[src/rtl/neuron_pkg.sv]
// Shared types and defaults for the neuron front-end (feeder state encoding,
// default word format, neuron pass latency).
package neuron_pkg;

  typedef enum logic [1:0] {
    COLLECT = 2'd0,
    PRIME   = 2'd1,
    LOAD    = 2'd2,
    DELIVER = 2'd3
  } feeder_state_t;

  localparam int NEURON_DATA_WIDTH   = 8;
  localparam int NEURON_FRAC_BITS    = 4;
  // Cycles from Run rising (or from the previous Ready) to the next Ready pulse.
  localparam int NEURON_PASS_LATENCY = 7;

endpackage

[src/rtl/neuron_watchdog.sv]
// Down-counting cycle watchdog: clear reloads, enable counts, expired flags the
// terminal count while enabled.
module neuron_watchdog #(
  parameter int LIMIT = 32
) (
  input  logic clk,
  input  logic rst,
  input  logic clear,
  input  logic enable,
  output logic expired
);
  localparam int CW = (LIMIT > 2) ? $clog2(LIMIT) : 1;
  localparam logic [CW-1:0] RELOAD = CW'(LIMIT - 1);

  logic [CW-1:0] cnt_q;

  always_ff @(posedge clk or posedge rst) begin
    if (rst) begin
      cnt_q <= RELOAD;
    end else if (clear) begin
      cnt_q <= RELOAD;
    end else if (enable && (cnt_q != '0)) begin
      cnt_q <= cnt_q - 1'b1;
    end
  end

  assign expired = enable && (cnt_q == '0);

endmodule

[src/rtl/neuron_input_feeder.sv]
// Front end for one N_INPUTS-wide neuron: gathers input words, drives Run,
// skips the neuron's dummy first pass and offers Y downstream.
// Optional watchdog on PRIME/LOAD: define NEURON_FEEDER_TIMEOUT_EN.
//
// state   | meaning
// COLLECT | accept input words into x_vec slots 0..N_INPUTS-1
// PRIME   | Run high, waiting for the dummy (flush) Ready pulse
// LOAD    | Run high, waiting for the real Ready; Run drops in that cycle
// DELIVER | result held on m_data/m_valid until m_ready
module neuron_input_feeder
  import neuron_pkg::*;
#(
  parameter int DATA_WIDTH     = NEURON_DATA_WIDTH,
  parameter int FRAC_BITS      = NEURON_FRAC_BITS,
  parameter int N_INPUTS       = 4,
  parameter int TIMEOUT_CYCLES = 32
) (
  input  logic                           clk,
  input  logic                           rst,
  input  logic [DATA_WIDTH-1:0]          s_data,
  input  logic                           s_valid,
  output logic                           s_ready,
  output logic [N_INPUTS*DATA_WIDTH-1:0] x_vec,
  output logic                           run,
  input  logic                           neuron_ready,
  input  logic [DATA_WIDTH-1:0]          neuron_y,
  output logic [DATA_WIDTH-1:0]          m_data,
  output logic                           m_err,
  output logic                           m_valid,
  input  logic                           m_ready
);
  localparam int CW = (N_INPUTS > 1) ? $clog2(N_INPUTS) : 1;
  localparam logic [CW-1:0] LAST = CW'(N_INPUTS - 1);

  if (N_INPUTS < 1) begin : g_bad_n
    $error("N_INPUTS must be at least 1");
  end
  if ((FRAC_BITS < 0) || (FRAC_BITS >= DATA_WIDTH)) begin : g_bad_frac
    $error("FRAC_BITS must lie inside the data word");
  end
  if (TIMEOUT_CYCLES <= 2 * NEURON_PASS_LATENCY) begin : g_bad_timeout
    $error("TIMEOUT_CYCLES must exceed two neuron passes");
  end

  feeder_state_t state_q, state_d;
  logic [CW-1:0] cnt_q;
  logic          in_hs;
  logic          last_word;
  logic          y_cap;
  logic          out_hs;
  logic          busy;
  logic          timeout_fire;

  assign in_hs     = s_valid && s_ready;
  assign last_word = in_hs && (cnt_q == LAST);
  assign y_cap     = (state_q == LOAD) && neuron_ready;
  assign out_hs    = m_valid && m_ready;
  assign busy      = (state_q == PRIME) || (state_q == LOAD);

`ifdef NEURON_FEEDER_TIMEOUT_EN
  logic wd_expired;

  neuron_watchdog #(
    .LIMIT (TIMEOUT_CYCLES)
  ) u_watchdog (
    .clk     (clk),
    .rst     (rst),
    .clear   (last_word),
    .enable  (busy),
    .expired (wd_expired)
  );

  // A genuine Ready in the expiry cycle wins over the timeout.
  assign timeout_fire = wd_expired && !neuron_ready;
`else
  assign timeout_fire = 1'b0;
  assign m_err        = 1'b0;
`endif

  always_ff @(posedge clk or posedge rst) begin
    if (rst) begin
      state_q <= COLLECT;
    end else begin
      state_q <= state_d;
    end
  end

  always_comb begin
    state_d = state_q;
    run     = 1'b0;
    case (state_q)
      COLLECT: begin
        if (last_word) state_d = PRIME;
      end
      PRIME: begin
        run = 1'b1;
        if (neuron_ready)      state_d = LOAD;
        else if (timeout_fire) state_d = DELIVER;
      end
      LOAD: begin
        run = !neuron_ready;
        if (neuron_ready || timeout_fire) state_d = DELIVER;
      end
      DELIVER: begin
        if (out_hs) state_d = COLLECT;
      end
      default: state_d = COLLECT;
    endcase
  end

  // s_ready is registered so it is low during and straight after reset.
  always_ff @(posedge clk or posedge rst) begin
    if (rst) begin
      s_ready <= 1'b0;
      cnt_q   <= '0;
      x_vec   <= '0;
    end else begin
      s_ready <= (state_d == COLLECT);
      if (in_hs) begin
        cnt_q <= last_word ? '0 : cnt_q + 1'b1;
        for (int i = 0; i < N_INPUTS; i++) begin
          if (cnt_q == CW'(i)) x_vec[i*DATA_WIDTH +: DATA_WIDTH] <= s_data;
        end
      end
    end
  end

  always_ff @(posedge clk or posedge rst) begin
    if (rst) begin
      m_data  <= '0;
      m_valid <= 1'b0;
    end else if (y_cap) begin
      m_data  <= neuron_y;
      m_valid <= 1'b1;
    end else if (busy && timeout_fire) begin
      m_data  <= '0;
      m_valid <= 1'b1;
    end else if (out_hs) begin
      m_valid <= 1'b0;
    end
  end

`ifdef NEURON_FEEDER_TIMEOUT_EN
  always_ff @(posedge clk or posedge rst) begin
    if (rst) begin
      m_err <= 1'b0;
    end else if (y_cap) begin
      m_err <= 1'b0;
    end else if (busy && timeout_fire) begin
      m_err <= 1'b1;
    end
  end
`endif

endmodule

[config.mk]
export PLATFORM = sky130hd
export DESIGN_NAME = neuron_input_feeder
export DESIGN_NICKNAME = d
export VERILOG_FILES = /design/src/rtl/neuron_pkg.sv /design/src/rtl/neuron_watchdog.sv /design/src/rtl/neuron_input_feeder.sv
export SDC_FILE = /design/constraint.sdc
export NUM_CORES = 1
export LEC_CHECK = 0
export ABC_AREA = 1
export ABC_CLOCK_PERIOD_IN_PS = 1500
export CAP_MARGIN = 20
export CORE_ASPECT_RATIO = 0.6
export CORE_UTILIZATION = 45
export DETAILED_ROUTE_END_ITERATION = 7
export PLACE_DENSITY = 0.77
export SLEW_MARGIN = 20
export SYNTH_ARGS = -nofsm -noshare
export SYNTH_HDL_FRONTEND = slang
export SYNTH_HIERARCHICAL = 1
export SYNTH_SLANG_ARGS = --single-unit
export TNS_END_PERCENT = 30
[constraint.sdc]
create_clock -name clk -period 1.5 [get_ports clk]
set_input_delay 0.15 -clock clk [delete_from_list [all_inputs] [get_ports clk]]
set_output_delay 0.15 -clock clk [all_outputs]
set_load 0.02 [all_outputs]
==> flow_summary.toml, run 1 <==
[clock_network]
cts-hold-fix-buffers = 0
clkTransAtPathRegs_ns = 0.09
cts_buffer_depth = 2
cts_tree = "done"
cts_max_level = 2
numCtsBuffers = 5
cts_root_buf = "clkbuf_8"
clock_sinks = 46
post_cts_buffers = 0
clk_latency_ns = 0.30

[layout]
area_growth_pct = 44.2
nets = 284
fin_area_um2 = 2880
fillers = 347
diodes = 0
drive_gt1_share_pct = 22.4
multi_input_area_um2 = 768
seq_area_um2 = 1150

[yosys]
ys_types = 19
yosys_warnings = 6
synth_edf_count = 0
syn-instance-count = 181
syn_nets = 211
yosys.area.top_type = "dfrtp_1"
ys_ff_latch = 46
seq_area_frac_synth_pct = 57.6
synth_commonest_cells = "46 x dfrtp_1, 41 x nand2_1, 18 x inv_1"
avgSynthCellArea_um2 = 11.0
syn-cell-area_um2 = 2000
synthFlopType = "dfrtp_1"
yosysMostFrequentCell = "dfrtp_1"
yosysTopAreaCellShare_pct = 57.6
async_reset_ff_share_pct = 100
synth_area_leaders = "dfrtp_1 58%, nand2_1 7.7%, o21ai_2 7.0%"

[setup_path]
reg2reg_from = "state_q[1]"
worstSetupEndpointType = "primary output"
cp-start-kind = "flip-flop"
crit_type = "flip-flop to primary output"
critical_path_peak_fanout = 3
startpoint = "state_q[0]"
worstPathArrival_ns = 1.30
crit_required_ns = 1.35

[floorplan]
die-area_um2 = 4720
io_pins = 65
fp.coreArea_um2 = 4190
dieHeight_um = 53.6
num_rows = 18
initial_utilization_pct = 47.7
die_w_um = 88

[global_route]
grt_overflow_total = 0
grt_use_total_pct = 20.0
grt_antenna_before_repair = 0
grt_max_degree = 40
grt_pass1_vias = 1380
grt_pass1_wl_um = 6710

[route]
drtIter0Drc = 55
drt_wl_total_um = 4130
ant_nets = 0
first_pass_iters = 5
vias_per_cell = 4.75
wl_per_cell_um = 13.1
drc = 0
num_vias = 1496

[sta]
finalSetupTns_ns = 0
finClkSkew_ns = 0.0109
setup_ws_ns = 0.0488
layout_min_cycle_time_ns = 1.45
rsz0062_at_grt = "yes"
fin_crit_sh_pct = 96.7
finalHoldViolations = 0
setup_viol = 0
drv_slew = 0
fmax_mhz = 689

[place]
dpl_cell_area_um2 = 2720
portBuffers = 63
place_hpwl_um = 3070
gp_congestion = 0.758
pre_cts_ws_ns = -0.107

[hold_path]
hp-class = "input port to async pin"

[pwr]
p_leak_nw = 1.36
powerDensity_nw_per_um2 = 2180
ir_drop_mv = 1.20

[outcome]
outcome = "finished clean"

[flow_run]
cap_violations = 0
==> sequential cells by signal, summed over array words and instances, names as in the netlist <==
register / count
state_q: 2
cnt_q: 2
m_data: 8
x_vec: 32
m_valid: 1
s_ready: 1
==> cells by family (layout without fill, tap and decap cells) <==
kind of cell,after synthesis,in the layout,share of synthesized area (%)
buffers and inverters,24,98,6.45
AO/OA/AOI/OAI,39,39,12.9
AND/OR/NAND/NOR,54,54,12.7
multiplexers,8,8,4.51
adder cells (fa/ha/maj),9,9,5.64
flip-flops,46,46,57.6
other,1,1,0.188
==> power breakdown <==
group          total [mW]  internal (mW)  switching (mW)
Clock               0.845          0.422           0.423
Sequential           2.14           1.81           0.329
Combinational        3.29           1.58            1.71
Total                6.27           3.81            2.46
==> cell type report <==
| cell class | instances | area share [%] |
|---|---|---|
| clock buffer | 7 | 3.34 |
| clock inverter | 1 | 0.304 |
| timing repair buffer | 71 | 24.5 |
| tap | 60 | 2.61 |
| sequential | 46 | 40.0 |
| multi-input combinational | 111 | 26.7 |
| inverter | 19 | 2.65 |
==> routing by layer <==
metal / vias up / track usage, % / routed length, um
li1: 728 / - / -
met3: 7 / 8.13 / 337
met4: 0 / 7.38 / 53
met5: - / 0 / 0
met2: 52 / 29.1 / 1730
met1: 709 / 27.0 / 2010
==> worst max-delay path, stage by stage (launching register included) <==
cell	delay (ns)
dfrtp_1	0.39
buf_4	0.15
ha_4	0.16
a21oi_4	0.13
nor2_4	0.05
buf_6	0.12
==> final timing paths <==
check | endpoint | slack [ns] | cells after the start
setup / recovery | run | 0.05 | 5
hold / removal | x_vec[8] | 0.06 | 2
setup reg to reg | m_data[7] | 0.12 | 4
hold reg to reg | x_vec[28] | 0.49 | 2
max in group asynchronous | x_vec[30] | 0.98 | 3
min in group clk | m_valid | 0.45 | 2
==> metrics by stage <==
step | utilization [%] | power, mW | hold WS, ns | instances
floorplan | - | 3.91 | 0.257 | 181
detailed placement | 65.0 | 5.35 | 0.394 | 307
finish | 68.8 | 6.27 | 0.0605 | 315
CTS | 67.5 | 6.20 | 0.0607 | 315
global route | 68.8 | 6.70 | 0.0899 | 315
global placement | 65.0 | 5.25 | 0.391 | 307
==> cell usage in the layout, fill, tap and decap left out, types with 2 or more instances in the layout <==
cell type / instances
mux2_2: 8
ha_1: 6
inv_1: 14
nand2_4: 4
clkdlybuf4s50_1: 62
dfrtp_1: 46
o21ai_1: 17
buf_4: 7
nand3_1: 5
o21ai_2: 16
o21ai_0: 4
inv_2: 4
nand2_1: 41
clkbuf_8: 7
ha_4: 2
==> repair_timing <==
item	CTS	global route
pin swaps	0	2
resized for setup	6	12
setup endpoints to repair	1	10
Note: power is estimated with default switching activity, not from simulation.
==> run 2: changes to the inputs <==
--- a/config.mk
+++ b/config.mk
@@ -6,12 +6,12 @@
 export NUM_CORES = 1
 export LEC_CHECK = 0
 export ABC_AREA = 1
-export ABC_CLOCK_PERIOD_IN_PS = 1500
+export ABC_CLOCK_PERIOD_IN_PS = 1400
 export CAP_MARGIN = 20
 export CORE_ASPECT_RATIO = 0.6
-export CORE_UTILIZATION = 45
+export CORE_UTILIZATION = 44
 export DETAILED_ROUTE_END_ITERATION = 7
-export PLACE_DENSITY = 0.77
+export PLACE_DENSITY = 0.76
 export SLEW_MARGIN = 20
 export SYNTH_ARGS = -nofsm -noshare
 export SYNTH_HDL_FRONTEND = slang
==> constraint.sdc (replaced) <==
create_clock -name clk -period 1.4 [get_ports clk]
set_input_delay 0.14 -clock clk [delete_from_list [all_inputs] [get_ports clk]]
set_output_delay 0.14 -clock clk [all_outputs]
set_load 0.02 [all_outputs]
==> flow_summary.toml, run 2 (synthesis gave the netlist of run 1 again) <==
[layout]
largest_register_ffs = 32
area_growth_pct = 45.9
biggestRegsByFlops = "x_vec (32), m_data (8)"
diodes = 0
regMostFlops = "x_vec"
nets = 285
drive_gt1_share_pct = 24.6
final_cells = 316
layout_commonest_cell = "dfrtp_1"
final_cell_mix = "45 x dfrtp_1, 39 x nand2_1, 28 x dlygate4sd2_1"
fin_util_pct = 68.8

[sta]
rsz0062_at_grt = "yes"
setup_ws_ns = -0.0219
drv_slew = 0
fin_crit_sh_pct = 102
fmax_mhz = 703
finClkSkew_ns = 0.00849
finalHoldViolations = 0
layout_min_cycle_time_ns = 1.42
setup_viol = 1

[route]
wl_per_cell_um = 13.3
drc = 0
ant_nets = 0
num_vias = 1478
vias_per_cell = 4.68
drt_wl_total_um = 4200
first_pass_iters = 4
drtIter0Drc = 74

[global_route]
grt_overflow_total = 0
grt_pass1_vias = 1416
grt_pass1_wl_um = 6760
grt_use_total_pct = 19.4
grt_antenna_before_repair = 0
grt_max_degree = 47

[floorplan]
fp.coreArea_um2 = 4230
io_pins = 65
num_rows = 18
initial_utilization_pct = 47.2
die_w_um = 89.0
dieHeight_um = 54.2
die-area_um2 = 4820

[setup_path]
crit_type = "flip-flop to primary output"
crit_required_ns = 1.26
worstRegToRegCells = 4
worstSetupEndpointType = "primary output"
reg2reg_from = "state_q[1]"
rr_endpoint = "m_data[6]"
worstPathArrival_ns = 1.28
r2r_setup_slack_ns = 0.08
critical_path_peak_fanout = 4
cp-start-kind = "flip-flop"

[clock_network]
clock_sinks = 46
cts_max_level = 2
cts_tree = "done"
numCtsBuffers = 5
cts-hold-fix-buffers = 0
clkTransAtPathRegs_ns = 0.09
cts_root_buf = "clkbuf_8"
cts_buffer_depth = 2
clk_latency_ns = 0.30

[place]
placedCellCount = 307
place_hpwl_um = 2990
gp_congestion = 0.755
portBuffers = 63

[pwr]
p_int_mw = 3.75
p_leak_nw = 1.59
p_comb_share_pct = 52.1
p_clk_share_pct = 12.3
ir_drop_mv = 1.15
p_switching_mw = 2.66
switching_share_pct = 41.5
powerDensity_nw_per_um2 = 2200
seqPwrFrac_pct = 35.5

[hold_path]
hp-class = "input port to async pin"

[flow_run]
cap_violations = 0

[outcome]
violations = "negative setup slack"
outcome = "finished with violations"
[run 2: worst max path at each step]
stage                from   endpoint  slack, ns  depth (start not counted)
2_1_floorplan  state_q[0]  m_data[0]       0.09                          4
3_3_place_gp   state_q[1]        run      -0.17                          5
3_5_place_dp   state_q[1]        run      -0.21                          5
4_1_cts        state_q[1]        run      -0.07                          5
5_1_grt        state_q[1]        run      -0.08                          5
6_report       state_q[1]        run      -0.02                          4
[run 2: timing repair]
action                     in CTS  in global routing
setup buffers                   0                  1
resized for setup              36                 35
pin swaps                       0                  5
setup endpoints to repair      38                 25
[run 2: per-stage QoR]
step                setup TNS, ns  worst slack [ns]  total power [mW]  area (um^2)  hold slack [ns]
floorplan                       0            0.0878              4.19         2000            0.247
global placement           -0.307            -0.168              5.63         2720            0.468
detailed placement         -0.708            -0.211              5.71         2720            0.473
CTS                       -0.0681           -0.0681              6.24         2780            0.206
global route              -0.0769           -0.0769              6.88         2910            0.213
finish                    -0.0219           -0.0219              6.41         2910            0.200
[run 2: area by class of cell]
class	instances	area (um^2)
inverters	19	78.8
clock buffers	6	72.6
multi-input cells	111	801
clock inverters	2	13.8
fillers	366	1320
repair buffers	72	719
flip-flops and latches	46	1150
well taps	60	75.1
[run 2: critical path, cell delays in order (launching register included)]
cell and delay (ns):
dfrtp_2 0.46, ha_4 0.20, a21oi_4 0.16, nor2_4 0.05, buf_6 0.12
[run 2: power groups by stage]
stage | registers (mW) | clock network [mW] | logic [mW]
after CTS | 2.27 | 0.805 | 3.16
after global placement | 2.29 | 0 | 3.34
after detailed placement | 2.30 | 0 | 3.41
final | 2.28 | 0.790 | 3.34
after global routing | 2.36 | 0.886 | 3.64
after floorplan | 2.96 | 0 | 1.22
[run 2: routing by layer]
metal / part of all wire [%] / track usage, % / up-vias / wire (um)
met1: 48 / 27.5 / 694 / 2000
met2: 44 / 28.7 / 47 / 1840
met3: 8.0 / 6.75 / 5 / 335
met4: 0.62 / 4.76 / 0 / 26
li1: - / - / 732 / -
met5: 0 / 0 / - / 0
